[config.mk]
export PLATFORM = sky130hd
export DESIGN_NAME = ir_nec_tx
export DESIGN_NICKNAME = d
export VERILOG_FILES = /design/src/rtl/ir_nec_pkg.sv /design/src/rtl/ir_nec_tx_carrier.sv /design/src/rtl/ir_nec_tx.sv
export SDC_FILE = /design/constraint.sdc
export NUM_CORES = 1
export LEC_CHECK = 0
export BUFFER_PORTS_ARGS = -buffer_cell sky130_fd_sc_hd__buf_2
export CORE_MARGIN = 5
export CORE_UTILIZATION = 45
export DETAILED_ROUTE_END_ITERATION = 6
export SLEW_MARGIN = 20
export SYNTH_ARGS = -nofsm -noshare
export SYNTH_HDL_FRONTEND = slang
export SYNTH_SLANG_ARGS = --single-unit
export TNS_END_PERCENT = 20
[constraint.sdc]
create_clock -name clk -period 3.9 [get_ports clk]
set_clock_uncertainty 0.2 [all_clocks]
set_input_delay 0.195 -clock clk [delete_from_list [all_inputs] [get_ports clk]]
set_output_delay 0.195 -clock clk [all_outputs]
set_load 0.02 [all_outputs]
[src/rtl/ir_nec_pkg.sv]
// Shared types and helpers for the NEC IR transmitter: FSM states, cycle
// constants derived from the system clock, and 32-bit frame assembly.
package ir_nec_pkg;

  typedef enum logic [3:0] {
    IDLE,
    LEAD_MARK,
    LEAD_SPACE,
    BIT_MARK,
    BIT_SPACE,
    STOP_MARK,
    GAP,
    RPT_MARK,
    RPT_SPACE,
    RPT_STOP
  } state_t;

  // 64-bit arithmetic: CLK_HZ*1125 overflows 32 bits at 100 MHz.
  function automatic int unsigned t_lead_mark(longint unsigned hz);
    return 32'(hz * 9 / 1000);
  endfunction

  function automatic int unsigned t_lead_space(longint unsigned hz);
    return 32'(hz * 45 / 10000);
  endfunction

  function automatic int unsigned t_bit_mark(longint unsigned hz);
    return 32'(hz * 56 / 100000);
  endfunction

  function automatic int unsigned t_space0(longint unsigned hz);
    return 32'(hz * 1125 / 1000000 - hz * 56 / 100000);
  endfunction

  function automatic int unsigned t_space1(longint unsigned hz);
    return 32'(hz * 225 / 100000 - hz * 56 / 100000);
  endfunction

  function automatic int unsigned t_rpt_space(longint unsigned hz);
    return 32'(hz * 225 / 100000);
  endfunction

  function automatic int unsigned t_frame(longint unsigned hz);
    return 32'(hz * 108 / 1000);
  endfunction

  function automatic logic is_mark(state_t s);
    return s inside {LEAD_MARK, BIT_MARK, STOP_MARK, RPT_MARK, RPT_STOP};
  endfunction

  // Transmitted LSB first: address, address-inverse (or high address), cmd, ~cmd.
  function automatic logic [31:0] nec_frame(logic [15:0] addr, logic [7:0] cmd,
                                            logic ext);
    return {~cmd, cmd, (ext ? addr[15:8] : ~addr[7:0]), addr[7:0]};
  endfunction

endpackage

[src/rtl/ir_nec_tx_carrier.sv]
// IR carrier generator: free-running phase counter that is parked at zero
// while disabled, so every enabled burst begins with a full high phase.
module ir_carrier #(
  parameter int unsigned CLK_HZ     = 100_000_000,
  parameter int unsigned CARRIER_HZ = 38_000,
  parameter int unsigned DUTY_PCT   = 30
) (
  input  logic clk,
  input  logic rst_n,
  input  logic en,
  output logic wave
);

  localparam int unsigned P  = CLK_HZ / CARRIER_HZ;
  localparam int unsigned H  = P * DUTY_PCT / 100;
  localparam int unsigned PW = (P > 1) ? $clog2(P) : 1;

  localparam logic [PW-1:0] P_LAST = PW'(P - 1);
  localparam logic [PW-1:0] H_CNT  = PW'(H);

  logic [PW-1:0] phase;

  always_ff @(posedge clk or negedge rst_n) begin
    if (!rst_n) begin
      phase <= '0;
    end else if (!en || phase == P_LAST) begin
      phase <= '0;
    end else begin
      phase <= phase + PW'(1);
    end
  end

  assign wave = en && (phase < H_CNT);

endmodule

[src/rtl/ir_nec_tx.sv]
// NEC infrared transmitter: accepts a command over ready/valid, sends the
// leader, 32 data bits and stop mark, then optional repeat codes at 108 ms pitch.
module ir_nec_tx
  import ir_nec_pkg::*;
#(
  parameter int unsigned CLK_HZ     = 100_000_000,
  parameter int unsigned CARRIER_HZ = 38_000,
  parameter int unsigned DUTY_PCT   = 30
) (
  input  logic        clk,
  input  logic        rst_n,
  input  logic        s_valid,
  output logic        s_ready,
  input  logic [15:0] addr,
  input  logic [7:0]  cmd,
  input  logic        ext_mode,
  input  logic        repeat_en,
  output logic        busy,
  output logic        frame_done,
  output logic        ir_env,
  output logic        ir_led
);

  localparam longint unsigned HZ = 64'(CLK_HZ);

  localparam int unsigned T_LM = t_lead_mark(HZ);
  localparam int unsigned T_LS = t_lead_space(HZ);
  localparam int unsigned T_BM = t_bit_mark(HZ);
  localparam int unsigned T_S0 = t_space0(HZ);
  localparam int unsigned T_S1 = t_space1(HZ);
  localparam int unsigned T_RS = t_rpt_space(HZ);
  localparam int unsigned T_FR = t_frame(HZ);
  localparam int unsigned CW   = $clog2(T_FR + 1);

  localparam logic [CW-1:0] LM_LAST = CW'(T_LM - 1);
  localparam logic [CW-1:0] LS_LAST = CW'(T_LS - 1);
  localparam logic [CW-1:0] BM_LAST = CW'(T_BM - 1);
  localparam logic [CW-1:0] S0_LAST = CW'(T_S0 - 1);
  localparam logic [CW-1:0] S1_LAST = CW'(T_S1 - 1);
  localparam logic [CW-1:0] RS_LAST = CW'(T_RS - 1);
  localparam logic [CW-1:0] FR_LAST = CW'(T_FR - 1);

  state_t        state;
  state_t        next;
  logic [CW-1:0] cnt;
  logic [CW-1:0] ftimer;
  logic [CW-1:0] last_cnt;
  logic [31:0]   frame;
  logic [4:0]    bit_idx;
  logic          accept;
  logic          phase_end;
  logic          gap_end;
  logic          carrier;

  assign s_ready    = (state == IDLE);
  assign busy       = (state != IDLE);
  assign accept     = s_valid && s_ready;
  assign phase_end  = (cnt == last_cnt);
  assign gap_end    = (ftimer == FR_LAST);
  assign frame_done = phase_end && (state == STOP_MARK || state == RPT_STOP);

  always_comb begin
    last_cnt = '0;
    case (state)
      LEAD_MARK, RPT_MARK:           last_cnt = LM_LAST;
      LEAD_SPACE:                    last_cnt = LS_LAST;
      BIT_MARK, STOP_MARK, RPT_STOP: last_cnt = BM_LAST;
      BIT_SPACE:                     last_cnt = frame[bit_idx] ? S1_LAST : S0_LAST;
      RPT_SPACE:                     last_cnt = RS_LAST;
      default:                       last_cnt = '0;
    endcase
  end

  always_comb begin
    next = state;
    case (state)
      IDLE:       if (s_valid)   next = LEAD_MARK;
      LEAD_MARK:  if (phase_end) next = LEAD_SPACE;
      LEAD_SPACE: if (phase_end) next = BIT_MARK;
      BIT_MARK:   if (phase_end) next = BIT_SPACE;
      BIT_SPACE:  if (phase_end) next = (bit_idx == 5'd31) ? STOP_MARK : BIT_MARK;
      STOP_MARK:  if (phase_end) next = GAP;
      GAP:        if (gap_end)   next = repeat_en ? RPT_MARK : IDLE;
      RPT_MARK:   if (phase_end) next = RPT_SPACE;
      RPT_SPACE:  if (phase_end) next = RPT_STOP;
      RPT_STOP:   if (phase_end) next = GAP;
      default:                   next = IDLE;
    endcase
  end

  // Envelope is registered from the next state so it switches on the entry edge.
  always_ff @(posedge clk or negedge rst_n) begin
    if (!rst_n) begin
      state   <= IDLE;
      cnt     <= '0;
      ftimer  <= '0;
      frame   <= '0;
      bit_idx <= '0;
      ir_env  <= 1'b0;
    end else begin
      state  <= next;
      ir_env <= is_mark(next);

      if (next != state || next == IDLE) begin
        cnt <= '0;
      end else begin
        cnt <= cnt + CW'(1);
      end

      if (accept || next == IDLE || (state == GAP && next == RPT_MARK)) begin
        ftimer <= '0;
      end else begin
        ftimer <= ftimer + CW'(1);
      end

      if (accept) begin
        frame   <= nec_frame(addr, cmd, ext_mode);
        bit_idx <= '0;
      end else if (state == BIT_SPACE && phase_end) begin
        bit_idx <= bit_idx + 5'd1;
      end
    end
  end

  ir_carrier #(
    .CLK_HZ    (CLK_HZ),
    .CARRIER_HZ(CARRIER_HZ),
    .DUTY_PCT  (DUTY_PCT)
  ) u_carrier (
    .clk  (clk),
    .rst_n(rst_n),
    .en   (ir_env),
    .wave (carrier)
  );

  assign ir_led = ir_env & carrier;

endmodule

# Word level (Yosys, flattened, before mapping)

Cells that the tools add are included.

Flip-flop bits (word level): 102
Input bits: 29
Output and inout port bits: 5

$add $sub $neg: 4
Order comparisons: 2
Eq/ne operators: 19
Muxes and demuxes: 22
Bitwise gates (word level): 3
Reduce and logical (&&, ||, !) cells: 19

Operator list:

| operator                | number |
|---|---|
| $pmux W20 S5            | 1 |
| $add A24 B1 Y24 const B | 2 |
| $mux W24                | 2 |
| $mux W4                 | 9 |
| $pmux W4 S9             | 1 |
| $eq A24 B24 Y1          | 1 |
| $eq A24 B24 Y1 const B  | 1 |
| $eq A4 B3 Y1 const B    | 6 |
| $mux W18                | 1 |
| $not A8 Y8              | 2 |
| $add A12 B1 Y12 const B | 1 |
| $eq A12 B12 Y1 const B  | 1 |
| $eq A4 B2 Y1 const B    | 3 |
| $eq A4 B4 Y1 const B    | 3 |
| $lt A12 B10 Y1 const B  | 1 |
| $mux W12                | 1 |
| $mux W5                 | 2 |
| $eq A4 B1 Y1 const B    | 2 |
| $logic_not A4 Y1        | 2 |
| $mux W8                 | 1 |
| $lt A5 B6 Y1 const B    | 1 |
| $mux W3                 | 2 |
| $add A5 B1 Y5 const B   | 1 |
| $bmux W1 S5             | 1 |
| other kinds (12)        | 21 |

# Depth between registers and ports, before layout

Depth after elaboration: 11
Gate-level depth with buffers: 12

# By module

From an unflattened synthesis, not the netlist that was laid out.

Cells, all modules: 657
Area, all modules: 5814.3 µm²

Modules (own cells, without submodules):

| module     | times used | cells each | area an instance (µm²) | sequential area each (µm²) |
|---|---|---|---|---|
| ir_nec_tx  | 1          | 591        | 5167.5                 | 2252.2 |
| ir_carrier | 1          | 66         | 646.9                  | 300.3 |

# Worst setup path after synthesis

OpenSTA, ideal clock, no wires.

Kind: register to output
Start point: register state[0]
End point: output port frame_done
Data arrival time: 2.767 ns
Required time: 3.505 ns
Slack: 0.738 ns
Stages on the path, launching flop included: 10
Buffers on the path: 1
Cells stage by stage: dfrtp_1 > buf_2 > nor4_2 > inv_2 > and2_1 > nor3_1 > o2111ai_1 > a211oi_4 > nand3_1 > nor3_1

Word-level cells in the longest chain between the ends: 5
Elaborated cells between the ends (all ways): 14
Classes of those cells: eq/ne (9); mux (1); reduce/logical (4)

Ends and longest elaborated chain:

| item                                                 | line                             | RTL |
|---|---|---|
| start: declaration                                   | ir_nec_tx.sv:43                  | `state_t state;` |
| start signal: assignment                             | ir_nec_tx.sv:101                 | `state <= next;` |
| $eq A4 B3 Y1, or another cell as far along           | ir_nec_tx.sv:60, ir_nec_tx.sv:64 |  |
| $reduce_or A3 Y1 or $reduce_or A2 Y1 (tied branches) | ir_nec_tx.sv:64                  | `case (state)` |
| $pmux W20 S5                                         | ir_nec_tx.sv:64                  |  |
| $eq A24 B24 Y1                                       | ir_nec_tx.sv:58                  | `assign phase_end = (cnt == last_cnt);` |
| $logic_and A1 B1 Y1 (*)                              | ir_nec_tx.sv:60                  | `assign frame_done = phase_end && (state == STOP_MARK \|\| state == RPT_STOP);` |
| end: declaration                                     | ir_nec_tx.sv:19                  | `output logic frame_done,` |

Every way passes the cells marked *; elsewhere a longest branch is shown, timed or not.

# Final worst setup path

Same ends and word-level chain as after synthesis.

==> impl_metrics.csv <==
group,metric,value,unit
global_routing,grt.busiest_layer,"met2",
drt,route.detailed.drc,0,
worst_setup_path,rr_worst_depth,9,
cells_and_area,syn2layout_area_growth,14.72,%
floorplan,die_h,122.1,µm
floorplan,ios,34,
min_path,min_path_cells,3,
cells_and_area,drive_gt1_frac,0.1020,
sta,min_period,3.629,ns
drt,detail_route.first_pass.iterations,4,
sta,timing.hold.ws,0.07720,ns
synthesis,synth_top_family_by_area,"simple AND/OR/NAND/NOR gates",
synthesis,synth-seq-cells,102,
floorplan,dieArea,0.01490,mm²
drt,antenna_left,0,
worst_setup_path,regToRegSetupSlack,0.70,ns
placement,io_buffer_count,33,
power,ir_drop,0.0001952,V
floorplan,die_w,122.1,µm
synthesis,synthMuxAreaShare,0.04095,
synthesis,netlist_top_cells_count,"103 x nand2_1, 102 x dfrtp_1, 88 x nor2_1, 34 x xor2_1",
sta,slew_violations,0,
worst_setup_path,worst_setup_path_end_kind,"output port",
worst_setup_path,worstReg2RegEnd,"bit_idx[3]$_DFFE_PN0P_",
synthesis,synth_adder_area_share,0.01549,
cts,cts_tree,"yes",
sta,hold_viol_final,0,
synthesis,async_flop_share,1.000,
cts,clkSinkCount,102,
sta,setup_violations,0,
worst_setup_path,crit_arrival,3.23,ns
global_routing,antenna_found_initial,0,
drt,via_per_inst,5.343,
worst_setup_path,crit_path_cell_trace,"nand2b_1, a31oi_1, and2_1, nor2b_1, o2111ai_1, a211oi_4, nand3_1, nor3_1, buf_2",
worst_setup_path,critPathMaxFanout,19,
synthesis,yosysTopAreaCellShare,0.4515,
synthesis,ys_warn_count,0,
synthesis,syn-num-nets,667,
worst_setup_path,worstReg2RegStart,"state[0]$_DFF_PN0_",
cts,clk_pin_slew,0.07,ns
global_routing,grt_pass1_vias,4504,
min_path,worstHoldStart,"ext_mode",
synthesis,synth_most_common_cell,"nand2_1",
global_routing,grt_max_degree,84,
sta,min_period_over_period,0.9306,
sta,max_freq,275.5,MHz
worst_setup_path,path_class,"reg2out",
global_routing,gr-usage-met3,0.03668,
cts,cts-root-buf,"clkbuf_16",
synthesis,synth_edf_count,0,
global_routing,grt_pass1_wl,20970,µm
sta,timing.slew.headroom,0.4982,
worst_setup_path,start_kind,"register",
synthesis,avgSynthCellArea,8.959,µm²
global_routing,grt_overflow,0,
global_routing,met2_usage,0.2887,
worst_setup_path,slowest_stage,"dfrtp_1",
synthesis,synth-xor-area-share,0.08986,
min_path,hp-class,"in2reg",
synthesis,syn_area,0.005653,mm²
run_status,status,"completed",
cells_and_area,fill_cells,1168,
floorplan,core,0.01247,mm²
sta,setup_tns,0,ns
cells_and_area,utilization,0.5202,
synthesis,synth_compound_area_frac,0.1102,
cts,clock_latency,0.35,ns
cts,numCtsBuffers,9,
placement,place_congestion,0.8430,
sta,rsz0062_at_grt,"no",
worst_setup_path,crit_family,"simple AND/OR/NAND/NOR gates",
worst_setup_path,path_buf_inv,1,
drt,first_iter_violations,295,
sta,tightest_slew,0.7509,ns
power,power_density,304.0,mW/mm²
synthesis,yosysSeqAreaShare,0.4515,
cts,htree_num_levels,3,
drt,routedWlPerCell,14.06,µm
drt,vias,4584,
floorplan,initial_core_util,0.4535,
global_routing,grt_usage,0.1747,
cells_and_area,diodes,0,
synthesis,syn_inst,631,
synthesis,synth.area.top_cells,"dfrtp_1 45%, nand2_1 6.8%, nor2_1 5.8%, xor2_1 5.3%, mux2i_1 3.9%",
cts,clockBufferDepth,2,
min_path,whs_endpoint,"frame[12]$_DFFE_PN0P_",
global_routing,grt_use_met1,0.2300,
synthesis,synthSimpleGateAreaFrac,0.2618,
job,maxCapViolCount,0,
drt,totalWireLength,12060,µm
power,leakage,2.998,nW
worst_setup_path,critPathRequiredTime,3.50,ns
synthesis,synth_cell_types,64,
worst_setup_path,slowest_delay,0.75,ns
cts,cts_setup_buffers,0,
cells_and_area,fin_nets,717,
placement,dp_hpwl,8325,µm
synthesis,synth_flop_cell,"dfrtp_1",
floorplan,num_rows,41,
synthesis,synth_area_leader_cell,"dfrtp_1",
-- timing repair --
| action | 4_1_cts | 5_1_grt |
|---|---|---|
| resized for setup | 0 | 3 |
| hold endpoints to repair | 114 | 0 |
| hold buffers | 25 | 0 |
| setup endpoints to repair | 0 | 1 |
-- cell usage in the layout, fill, tap and decap left out, types with 5 or more instances in the layout --
master,synthesis,layout
nor2b_1,7,7
o21ai_0,24,24
clkbuf_16,0,9
nand3_1,28,28
and3_1,12,12
buf_4,2,6
nor3_1,8,8
ha_1,7,7
dfrtp_1,102,99
nor2_1,88,88
or3_1,5,5
o21a_1,9,9
nand4_1,15,15
nor4_1,6,6
nand2b_1,11,11
inv_1,9,9
nand2_1,103,103
a21oi_1,28,28
xnor2_1,24,24
buf_2,6,32
dlygate4sd3_1,0,25
and2_1,10,10
xor2_1,34,34
mux2i_1,22,22
-- per-layer routing --
layer	part of all wire	routed length [µm]	vias up
met3	0.038	460	15
met2	0.47	5693	87
met1	0.47	5712	2212
met5	0	0	-
li1	-	-	2270
met4	0.016	195	0
-- cell type report --
cell class	count	area, µm²	area share
tap	172	215.2	0.03319
inverter	10	37.54	0.005788
multi-input combinational	494	2930	0.4519
timing repair buffer	64	466.7	0.07197
clock inverter	7	53.80	0.008296
sequential	102	2556	0.3942
clock buffer	9	225.2	0.03473
-- power by group --
group	switching [mW]	internal [mW]
registers	0	1.06
clock network	0.412	0.438
logic	0.0341	0.0304
-- kinds of logic after synthesis --
logic type | Yosys count
simple gates | 312
buf+inv | 35
compound gates | 94
mux | 23
flops | 102
xor+xnor | 58
fa+ha+maj | 7
-- through the flow --
step | cells | power [mW] | area (µm²) | setup WS [ns]
global route | 858 | 2.039 | 6485 | 0.01827
detailed placement | 817 | 1.124 | 5948 | 0.5809
CTS | 858 | 2.003 | 6477 | 0.1826
finish | 858 | 1.972 | 6485 | 0.2709
global placement | 817 | 1.122 | 5948 | 0.6573
floorplan | 631 | 1.085 | 5653 | 0.7379
-- worst max path at each step --
| stage | start | slack [ns] | depth (start not counted) | end |
|---|---|---|---|---|
| after floorplan | state[0]$_DFF_PN0_ | 0.74 | 9 | frame_done |
| after global placement | state[1]$_DFF_PN0_ | 0.66 | 9 | frame_done |
| after detailed placement | state[1]$_DFF_PN0_ | 0.58 | 9 | frame_done |
| after CTS | state[1]$_DFF_PN0_ | 0.18 | 9 | frame_done |
| after global routing | state[0]$_DFF_PN0_ | 0.02 | 9 | frame_done |
| final | state[0]$_DFF_PN0_ | 0.27 | 9 | frame_done |
-- worst register-to-register path: stages (launching register included) --
cell       delay, ns
dfrtp_1         0.75
nand2b_1        0.27
a31oi_1         0.28
and2_1          0.22
nor2b_1         0.15
o2111ai_1       0.17
a211oi_4        0.31
nand2_4         0.14
or4_1           0.48
a21oi_1         0.15
-- registers in the layout (all words and copies together), names as in the netlist --
signal           count
state                4
ftimer              24
bit_idx              5
ir_env               1
cnt                 24
frame               32
u_carrier.phase     12
Note: power is estimated with default switching activity, not from simulation.
